===== src/rtl/lcd_de_receiver.sv =====
// -----------------------------------------------------------------------------
// lcd_de_receiver
//   DE-only LCD video receiver. Recovers pixel coordinates from the data-enable
//   strobe alone: a long DE-low run marks vertical blank, every DE-low edge
//   after active pixels ends a line. Emits registered pixels with coordinates,
//   frame/line qualifiers, a per-frame XOR checksum and sticky length errors.
//
// Ports
//   i_clk, i_rst_n        pixel clock, asynchronous active-low reset
//   i_data_enable         DE, high = valid pixel this cycle
//   i_red/green/blue      pixel colour
//   i_err_clr             synchronous clear of sticky error flags
//   o_pix_valid           registered pixel strobe (1-cycle latency)
//   o_pixel               {red, green, blue} of emitted pixel
//   o_col, o_row          coordinates of emitted pixel
//   o_frame_start         emitted pixel is col 0 / row 0
//   o_line_end            emitted pixel is col H_ACTIVE-1
//   o_frame_done          one-cycle pulse after a vblank closing a frame
//   o_frame_sum           XOR checksum of the previous frame
//   o_frame_cnt           completed-frame count (wraps)
//   o_err_hlen/o_err_vlen sticky line / frame length errors
//   o_locked              last closed frame had no length error
//
// state   | meaning
// --------+-------------------------------------------------------------
// SYNC    | after reset, waiting for the first vblank; DE ignored
// BLANK   | between lines or in vertical blank
// ACTIVE  | inside a DE-high run (a line)
// -----------------------------------------------------------------------------
module lcd_de_receiver #(
  parameter int H_ACTIVE      = 480,
  parameter int V_ACTIVE      = 272,
  parameter int VBLANK_THRESH = 1024
) (
  input  logic        i_clk,
  input  logic        i_rst_n,
  input  logic        i_data_enable,
  input  logic [7:0]  i_red,
  input  logic [7:0]  i_green,
  input  logic [7:0]  i_blue,
  input  logic        i_err_clr,
  output logic        o_pix_valid,
  output logic [23:0] o_pixel,
  output logic [8:0]  o_col,
  output logic [8:0]  o_row,
  output logic        o_frame_start,
  output logic        o_line_end,
  output logic        o_frame_done,
  output logic [23:0] o_frame_sum,
  output logic [15:0] o_frame_cnt,
  output logic        o_err_hlen,
  output logic        o_err_vlen,
  output logic        o_locked
);

  localparam int             GW      = $clog2(VBLANK_THRESH + 1);
  localparam logic [GW-1:0]  GAP_MAX = GW'(VBLANK_THRESH);
  localparam logic [GW-1:0]  GAP_PRE = GW'(VBLANK_THRESH - 1);
  localparam logic [15:0]    H_LIM   = 16'(H_ACTIVE);
  localparam logic [15:0]    V_LIM   = 16'(V_ACTIVE);
  localparam logic [15:0]    CNT_MAX = 16'hFFFF;

  typedef enum logic [1:0] {
    S_SYNC   = 2'd0,
    S_BLANK  = 2'd1,
    S_ACTIVE = 2'd2
  } state_t;

  state_t       r_state;
  logic [GW-1:0] r_gap;
  logic [15:0]  r_col;
  logic [15:0]  r_row;
  logic [23:0]  r_acc;
  logic         r_frame_err;

  logic         r_pix_valid;
  logic [23:0]  r_pixel;
  logic [8:0]   r_col_out;
  logic [8:0]   r_row_out;
  logic         r_frame_start;
  logic         r_line_end;
  logic         r_frame_done;
  logic [23:0]  r_frame_sum;
  logic [15:0]  r_frame_cnt;
  logic         r_err_hlen;
  logic         r_err_vlen;
  logic         r_locked;

  logic         w_vblank;
  logic [15:0]  w_col_cur;
  logic         w_emit;
  logic [23:0]  w_pixel;
  logic         w_line_done;
  logic         w_hlen_bad;
  logic         w_close;
  logic         w_vlen_bad;

  // Vblank fires only on the cycle the gap counter steps onto the threshold;
  // once saturated it stays there, so one long gap gives one event. A DE-high
  // cycle clears the counter instead, which suppresses a would-be event.
  assign w_vblank    = !i_data_enable && (r_gap == GAP_PRE);
  // The first pixel of a line arrives while still in BLANK and is column 0.
  assign w_col_cur   = (r_state == S_ACTIVE) ? r_col : 16'd0;
  assign w_emit      = i_data_enable && (r_state != S_SYNC) &&
                       (w_col_cur < H_LIM) && (r_row < V_LIM);
  assign w_pixel     = {i_red, i_green, i_blue};
  assign w_line_done = (r_state == S_ACTIVE) && !i_data_enable;
  assign w_hlen_bad  = w_line_done && (r_col != H_LIM);
  assign w_close     = w_vblank && (r_state == S_BLANK);
  assign w_vlen_bad  = w_close && (r_row != V_LIM);

  always_ff @(posedge i_clk or negedge i_rst_n) begin
    if (!i_rst_n) begin
      r_state       <= S_SYNC;
      r_gap         <= '0;
      r_col         <= '0;
      r_row         <= '0;
      r_acc         <= '0;
      r_frame_err   <= 1'b0;
      r_pix_valid   <= 1'b0;
      r_pixel       <= '0;
      r_col_out     <= '0;
      r_row_out     <= '0;
      r_frame_start <= 1'b0;
      r_line_end    <= 1'b0;
      r_frame_done  <= 1'b0;
      r_frame_sum   <= '0;
      r_frame_cnt   <= '0;
      r_err_hlen    <= 1'b0;
      r_err_vlen    <= 1'b0;
      r_locked      <= 1'b0;
    end else begin
      if (i_data_enable)
        r_gap <= '0;
      else if (r_gap != GAP_MAX)
        r_gap <= r_gap + 1'b1;

      r_pix_valid <= w_emit;
      if (w_emit) begin
        r_pixel       <= w_pixel;
        r_col_out     <= w_col_cur[8:0];
        r_row_out     <= r_row[8:0];
        r_frame_start <= (w_col_cur == 16'd0) && (r_row == 16'd0);
        r_line_end    <= (w_col_cur == H_LIM - 16'd1);
      end else begin
        r_frame_start <= 1'b0;
        r_line_end    <= 1'b0;
      end

      if (w_close)
        r_acc <= '0;
      else if (w_emit)
        r_acc <= r_acc ^ w_pixel;

      r_frame_done <= w_close;
      if (w_close) begin
        r_frame_sum <= r_acc;
        r_frame_cnt <= r_frame_cnt + 16'd1;
        r_locked    <= !(r_frame_err || w_vlen_bad);
        r_frame_err <= 1'b0;
      end else if (w_hlen_bad) begin
        r_frame_err <= 1'b1;
      end

      // Set has priority over a simultaneous clear.
      if (w_hlen_bad)
        r_err_hlen <= 1'b1;
      else if (i_err_clr)
        r_err_hlen <= 1'b0;

      if (w_vlen_bad)
        r_err_vlen <= 1'b1;
      else if (i_err_clr)
        r_err_vlen <= 1'b0;

      case (r_state)
        S_SYNC: begin
          if (w_vblank)
            r_state <= S_BLANK;
        end
        S_BLANK: begin
          if (i_data_enable) begin
            r_state <= S_ACTIVE;
            r_col   <= 16'd1;
          end
        end
        S_ACTIVE: begin
          if (!i_data_enable) begin
            r_state <= S_BLANK;
            if (r_row != CNT_MAX)
              r_row <= r_row + 16'd1;
          end else if (r_col != CNT_MAX) begin
            r_col <= r_col + 16'd1;
          end
        end
        default: r_state <= S_SYNC;
      endcase

      if (w_vblank)
        r_row <= '0;
    end
  end

  assign o_pix_valid   = r_pix_valid;
  assign o_pixel       = r_pixel;
  assign o_col         = r_col_out;
  assign o_row         = r_row_out;
  assign o_frame_start = r_frame_start;
  assign o_line_end    = r_line_end;
  assign o_frame_done  = r_frame_done;
  assign o_frame_sum   = r_frame_sum;
  assign o_frame_cnt   = r_frame_cnt;
  assign o_err_hlen    = r_err_hlen;
  assign o_err_vlen    = r_err_vlen;
  assign o_locked      = r_locked;

endmodule

===== config.mk =====
export PLATFORM = sky130hd
export DESIGN_NAME = lcd_de_receiver
export DESIGN_NICKNAME = d
export VERILOG_FILES = /design/src/rtl/lcd_de_receiver.sv
export SDC_FILE = /design/constraint.sdc
export NUM_CORES = 1
export LEC_CHECK = 0
export CORE_UTILIZATION = 55
export CTS_BUF_LIST = sky130_fd_sc_hd__clkbuf_4 sky130_fd_sc_hd__clkbuf_8
export DETAILED_ROUTE_END_ITERATION = 8
export GPL_ROUTABILITY_DRIVEN = 0
export PLACE_DENSITY = 0.91
export SLEW_MARGIN = 10
export SYNTH_ARGS = -nofsm -noshare
export SYNTH_HDL_FRONTEND = slang
export SYNTH_SLANG_ARGS = --single-unit

===== constraint.sdc =====
create_clock -name i_clk -period 4.9 [get_ports i_clk]
set_clock_uncertainty 0.05 [all_clocks]
set_input_delay 0.49 -clock i_clk [delete_from_list [all_inputs] [get_ports i_clk]]
set_output_delay 0.49 -clock i_clk [all_outputs]
set_load 0.02 [all_outputs]

Yosys cells after proc, flatten, opt, wreduce, memory -nomap -nowiden
Index checks and enable logic that the tools add are counted.
- output and inout bits: 89
- ROM bits: 0
- bits of input ports: 28
- register bits after elaboration: 159
- memories kept: 0
- RAM bits: 0
- latch bits: 0
- add/sub/neg operators: 4
- equality and inequality tests: 15
- bitwise operators: 1
- reduce and logical (&&, ||, !) cells: 27
- divide/modulo/power cells: 0
- muxes and demuxes: 24
- shift-type cells: 0
- $mul: 0
- $lt $le $gt $ge: 2
- operator list (kind ; number):
    $mux W16 ; 8
    $add A16 B1 Y16 const B ; 3
    $mux W24 ; 2
    $logic_not A16 Y1 ; 2
    $lt A16 B9 Y1 const B ; 2
    $ne A16 B16 Y1 const B ; 2
    $ne A16 B9 Y1 const B ; 2
    $pmux W16 S2 ; 1
    $xor A24 B24 Y24 ; 1
    $mux W11 ; 2
    $reduce_bool A2 Y1 ; 9
    $eq A16 B9 Y1 const B ; 1
    $add A11 B1 Y11 const B ; 1
    $eq A11 B10 Y1 const B ; 1
    $ne A11 B11 Y1 const B ; 1
    $logic_and A1 B1 Y1 ; 9
    $ne A2 B2 Y1 const B ; 4
    $mux W1 ; 7
    $mux W2 ; 3
    $pmux W2 S3 ; 1
    $reduce_and A3 Y1 ; 2
    $ne A2 B1 Y1 const B ; 2
    $reduce_and A4 Y1 ; 1
    $eq A2 B1 Y1 const B ; 1
    4 further kinds ; 5

Logic depth before layout (Yosys ltp)
Gate-level depths: netlist of the first run.
- word-level depth: 7
- gate-level depth with buffers: 9
- mapped depth without buffers: 6

Least setup slack after synthesis of the first run
OpenSTA, ideal clock, no wires.
- path kind: reg-to-reg
- from: register r_row[11]
- to: register r_acc[4]
- path slack: 2.795 ns
- data arrival time: 1.931 ns
- stages on the path, launching flop included: 7
- setup time: 0.124 ns
- path through: dfrtp_1 > or4_4 > nor4_4 > buf_6 > o211ai_2 > xor2_1 > nor2_2
- cells in the longest elaborated chain, start to end: 3
- RTL lines (item ; RTL line ; text):
    from (decl) ; 72 ; logic [15:0] r_row;
    from (signal assigned) ; 191 ; r_row <= r_row + 16'd1;
    $lt A16 B9 Y1 ; 105 ; (w_col_cur < H_LIM) && (r_row < V_LIM);
    $logic_and A1 B1 Y1 ; 105 ;
    $reduce_bool A2 Y1 (no line) ; - ;
    to (signal assigned) ; 153 ; r_acc <= r_acc ^ w_pixel;
    to (decl) ; 73 ; logic [23:0] r_acc;
No other way between the ends.
A chain may end at the register's enable or synchronous reset.

Final worst setup path of the first run
- from: register r_row[11]
- to: register r_acc[2]
The elaborated chain is that of the path after synthesis.

==> summary.txt, run 1 <==
Final layout
  • Number of fill cells: just over 900
  • Fin util: 70.24%
  • Area grow syn2layout: 22.89%
  • Layout cells sized above 1: between 10% and 20%
  • Inserted Diodes: 0
  • Final #Nets: 863

Clock network
  • Clock Tree Buf Depth: 2
  • # clock sinks: approximately 160
  • Postcts setup bufs: 0
  • Root buf cell: clkbuf_8
  • Post-CTS Resized: 0
  • Cts hold-fix bufs: 0
  • Reg clk slew, reported paths: roughly 0.080 ns
  • Clock latency on the worst-skew pair: 0.46 ns
  • Number of buffers created by CTS: 17
  • TritonCTS clock tree: built
  • H-tree depth: 4

Global route
  • Initial antenna violation count: 0
  • GR Overflow Total: 0
  • Total track usage: between 20% and 30%
  • Largest net degree at the start of global routing: between 100 and 150
  • Vias in the first global route: between 5000 and 6000
  • First-pass GRT wire length: 27910 um

Detailed routing
  • Post-route ant nets: 0
  • Routed WL per cell: around 17 um
  • Vias: between 5000 and 6000
  • DR iter-0 viols: between 500 and 600
  • Vias per cell: 5.657
  • Drt total wl: 16880 um
  • Residual DRC: 0
  • Pre-antenna DRT Iters: 5

Floorplan
  • Die X: around 120 um
  • # IOs: ~120
  • Starting Density: between 50% and 60%
  • Core ar.: around 13000 um2
  • # rows: just over 40
  • Die H: approximately 120 um
  • Die area: around 14000 um2

Timing
  • Setup violators final: 0
  • Worst-Margin Slew: between 1 and 1.5 ns
  • Final min period: between 3 and 4 ns
  • Period utilization: between 60% and 70%
  • Unrepaired setup endpoints after global routing: false
  • Max frequency: 328.2 MHz
  • Final Hold Fails: 0
  • Setup TNS: 0 ns
  • Final worst slack: around 1.9 ns
  • Worst slew margin: around 21%
  • Final slew viol count: 0

Critical path
  • FF-to-FF setup slack: 1.85 ns
  • Critical path cell sequence: or4_4, nor4_4, buf_4, o211ai_1, xor2_1, nor2_1
  • Crit Path Max Fanout: 16
  • Worst path max stage delay: 1.01 ns
  • Worst R2R Start: r_row[11]$_DFFE_PN0P_
  • Crit path launch: r_row[11]$_DFFE_PN0P_
  • Kind of critical path: register to register
  • Critical path arrival: 3.32 ns
  • Crit path capture type: register
  • CP max-delay cell: nor4_4
  • Startpoint Class: register
  • Data required, critical path: 5.17 ns

Logic synthesis
  • Top cell type's share of synthesized area: about 54%
  • Sequential area share after synthesis: a little over half
  • Primary FF master, synth: dfrtp_1
  • Mapped Avg Cell Area: just over 10 um2
  • Async S/R FF share, synth: 100.0%
  • Most numerous cell in the Yosys netlist: nand2_1
  • Post-synth EDFFs: 0
  • Top post-synthesis cells by area: dfrtp_1, nand2_1, xnor2_1
  • Most frequent cells after synthesis: nand2_1, dfrtp_1, nor2_1, xnor2_1, xor2_1
  • Warning count from the yosys run: 0
  • Count of state elements after synthesis: around 160
  • Syn Inst Count: 722
  • Post-synthesis cell type count: between 50 and 60
  • Post-Synthesis Cell Area: ~7300 um2
  • Yosys top cell by area: dfrtp_1
  • Net Count, Synth: between 700 and 800

Run status
  • Status: finished, final reports clean

Placed design
  • Placement Setup Slack: approximately 1.6 ns
  • DP Wirelength: 11350 um
  • IO Port Bufs: 116

Hold path
  • Worst min path class: input pin to asynchronous set/reset pin

Power
  • Sequential share of power: a little under half
  • Comb pwr share: between 20% and 30%
  • Clock group share of total power: around 25%
  • Max VDD drop: roughly 210 uV
  • P per Cell Area: 445.0 nW/um2
  • Leakage: between 4 and 5 nW
  • P_int: approximately 0.0026 W
  • Switch share: 35.40%
  • P_sw: about 0.0014 W
  • Total Power: ~0.0040 W

Job
  • Max-cap violation count: 0
[registers in the layout (all words and copies together) (netlist names), 2 cells and up]
name,count
r_row,16
o_frame_sum,24
o_col,9
o_row,9
r_col,16
r_state,2
r_acc,24
r_gap,11
o_pixel,24
o_frame_cnt,16
[power groups by stage]
| stage | Combinational (W) | Clock [W] | Sequential (W) |
|---|---|---|---|
| after floorplan | 0.000636 | 0 | 0.00190 |
| after global placement | 0.00114 | 0 | 0.00182 |
| after CTS | 0.00119 | 0.00103 | 0.00181 |
| final | 0.00118 | 0.00102 | 0.00181 |
| after detailed placement | 0.00117 | 0 | 0.00183 |
| after global routing | 0.00128 | 0.00108 | 0.00184 |
[worst max-delay path: cells and delay by family, from the launching register on]
| kind | cells | cell delay, ns |
|---|---|---|
| AOI/OAI and AO/OA | 1 | 0.18 |
| xor gates and xnor gates | 1 | 0.18 |
| buffers and inverters | 1 | 0.37 |
| DFF | 1 | 0.45 |
| and+or+nand+nor | 3 | 1.67 |
[cell usage in the layout (no fill, tap or decap), drive strengths merged, types with 2 or more instances in the layout]
cell type	synthesis	layout
nand2	168	168
dfrtp	159	159
clkdlybuf4s50	0	115
clkinvlp	0	2
nor3	11	11
nand4	16	16
nor4	13	13
xnor2	36	36
mux2	7	7
o41ai	2	2
o211ai	24	24
inv	15	17
a211oi	2	2
nor2	71	71
nor4b	3	3
bufinv	0	3
buf	16	10
nor2b	2	2
a21oi	12	12
or3	11	11
and4	4	4
a41oi	2	2
nand3	27	27
or4	4	4
xor2	31	31
clkbuf	22	19
and3	7	7
nor3b	2	2
a31o	2	2
o21ai	26	26
clkinv	0	6
ha	7	7
and2	3	3
nand2b	3	3
[cell families after synthesis]
logic type | count (synthesis) | synth area share [%]
adder cells (fa/ha/maj) | 7 | 1.195
buffers and inverters | 53 | 3.379
XOR/XNOR | 67 | 8.005
flip-flops | 159 | 54.28
multiplexers | 8 | 1.212
AND/OR/NAND/NOR | 348 | 22.96
AO/OA/AOI/OAI | 80 | 8.978
[layer usage]
metal | GRT usage, % | vias up | part of all wire, %
met3 | 5.669 | 41 | 5.3
met4 | 11.78 | 0 | 2.8
li1 | - | 2663 | -
met2 | 40.79 | 197 | 48
met1 | 34.35 | 2830 | 44
met5 | 0 | - | 0
[path summary, 6_finish.rpt]
kind                                              endpoint  depth (start not counted)
worst min-delay path                o_pixel[4]$_DFFE_PN0P_                          1
worst max-delay path                  r_acc[2]$_DFFE_PN0P_                          6
min in group i_clk              o_frame_sum[5]$_DFFE_PN0P_                          2
worst min register to register  o_frame_sum[5]$_DFFE_PN0P_                          2
max in group asynchronous       o_frame_cnt[6]$_DFFE_PN0P_                          2
worst max register to register        r_acc[2]$_DFFE_PN0P_                          6
[area by class of cell]
class                           count  area, um2  share of cell area, %
Sequential cell                   159       3979                  44.17
Multi-Input combinational cell    510       3110                  34.53
Timing Repair Buffer              125       1230                  13.65
Clock buffer                       19      255.2                  2.833
Tap cell                          172      215.2                  2.389
Clock inverter                     13      162.7                  1.806
Inverter                           15      56.30                 0.6250
[stage by stage]
stage	instances	instance area, um2	hold WS (ns)
global route	1013	9009	0.2109
finish	1013	9009	0.1105
floorplan	722	7331	0.1444
CTS	1013	9009	0.1562
global placement	981	8591	0.3990
detailed placement	981	8591	0.4083
Power figures use the tool's default switching activity.
==> inputs of run 2 (changes only) <==
Clock period 4.9 ns to 2.9 ns, I/O delays scaled along.
==> summary.txt, run 2 (synthesis results as in run 1) <==
Detailed routing
  • Vias per cell: approximately 5.7
  • Residual DRC: 0
  • DR iter-0 viols: a little over 600
  • Routed WL per cell: 17.30 um
  • Post-route ant nets: 0
  • Vias: approximately 5900
  • Pre-antenna DRT Iters: 5
  • Drt total wl: 17750 um

Final layout
  • Most frequent cells in the layout: nand2_1, dfrtp_1, clkdlybuf4s50_1
  • Layout cells sized above 1: 13.11%
  • Area grow syn2layout: 24.71%
  • Final #Nets: about 880
  • Cell Count, Final, Fillers Out: 1026
  • Inserted Diodes: 0
  • Commonest non-fill, non-tap cell in the layout: nand2_1

Hold path
  • Worst min path class: input pin to asynchronous set/reset pin

Placed design
  • DP Wirelength: roughly 13000 um
  • Placement Setup Slack: between 0.4 and 0.5 ns
  • # placed instances: 993
  • IO Port Bufs: about 120

Clock network
  • H-tree depth: 4
  • # clock sinks: around 160
  • Clock Tree Buf Depth: 2
  • Clock latency on the worst-skew pair: between 0.4 and 0.5 ns
  • TritonCTS clock tree: built
  • Post-CTS Resized: 0
  • Number of buffers created by CTS: 17
  • Reg clk slew, reported paths: approximately 0.08 ns
  • Postcts setup bufs: 0
  • Cts hold-fix bufs: 1
  • Root buf cell: clkbuf_8

Critical path
  • Data required, critical path: between 3 and 4 ns
  • Crit Path Max Fanout: 32
  • Crit path capture type: register
  • Kind of critical path: register to register
  • Critical path arrival: ~2.7 ns
  • Startpoint Class: register

Floorplan
  • Core ar.: approximately 13000 um2
  • Die X: approximately 120 um
  • Die area: between 10000 and 15000 um2
  • # rows: 41
  • # IOs: about 120
  • Die H: about 120 um
  • Starting Density: a little under three fifths

Job
  • Max-cap violation count: 0

Global route
  • Total track usage: a little over a quarter
  • GR Overflow Total: 0
  • Initial antenna violation count: 0
  • Vias in the first global route: between 5000 and 6000
  • First-pass GRT wire length: approximately 29000 um
  • Largest net degree at the start of global routing: 76

Timing
  • Final min period: around 2.4 ns
  • Final Hold Fails: 0
  • Setup TNS: 0 ns
  • Period utilization: between 80% and 90%
  • Final slew viol count: 0
  • Final worst slack: ~0.49 ns
  • Max frequency: about 410 MHz
  • Setup violators final: 0
  • Unrepaired setup endpoints after global routing: false
  • Worst slew margin: 37.01%
  • Worst-Margin Slew: about 0.94 ns

Power
  • Total Power: approximately 0.0069 W
  • Max VDD drop: 312.3 uV
  • Leakage: 4.105 nW
  • P per Cell Area: between 700 and 800 nW/um2

Run status
  • Status: finished, final reports clean
run 2: report_power, final:
group	total [W]	internal (W)	switching [W]	leakage, nW
Sequential	0.00304	0.00266	0.000375	2.09
Combinational	0.00209	0.000865	0.00122	1.80
Clock	0.00174	0.000910	0.000830	0.209
run 2: stage by stage:
step                      cell area, um2  utilization, %  hold slack (ns)
after floorplan                     7331               -         -0.05559
after global placement              8706           67.88           0.2955
after detailed placement            8706           67.88           0.3025
after CTS                           9143           71.29           0.3579
after global routing                9143           71.29           0.3807
final                               9143           71.29           0.3500
run 2: metal layers:
metal  up-vias  GRT usage [%]  part of all wire (%)
li1       2675              -                     -
met5         -              0                     0
met4         0          10.58                   2.5
met1      2909          34.72                    42
met3        33          5.572                   6.2
met2       234          44.90                    50
run 2: worst max-delay path, stage by stage (launching register included):
cell     delay (ns)
dfrtp_1        0.45
or4_4          0.60
nor4_2         0.41
o21ai_4        0.35
buf_4          0.30
nand2_1        0.09
nand2_1        0.06
run 2: worst paths after layout:
check	from	end	slack, ns	cells after the start
setup / recovery	r_row[11]$_DFFE_PN0P_	o_pixel[13]$_DFFE_PN0P_	0.49	6
hold / removal	i_rst_n	o_frame_sum[10]$_DFFE_PN0P_	0.35	2
setup reg to reg	r_row[11]$_DFFE_PN0P_	o_pixel[13]$_DFFE_PN0P_	0.49	6
hold reg to reg	r_frame_err$_DFFE_PN0P_	o_locked$_DFFE_PN0P_	0.42	1
max in group asynchronous	i_rst_n	r_acc[16]$_DFFE_PN0P_	1.67	3
min in group i_clk	i_blue[4]	o_pixel[4]$_DFFE_PN0P_	0.37	3
run 2: area by class of cell:
cell class / instances / area [um2]
timing repair buffer: 138 / 1355
clock buffer: 20 / 269.0
multi-input combinational: 510 / 3110
clock inverter: 12 / 157.7
fill: 873 / 3682
tap: 172 / 215.2
inverter: 15 / 56.30
sequential: 159 / 3979
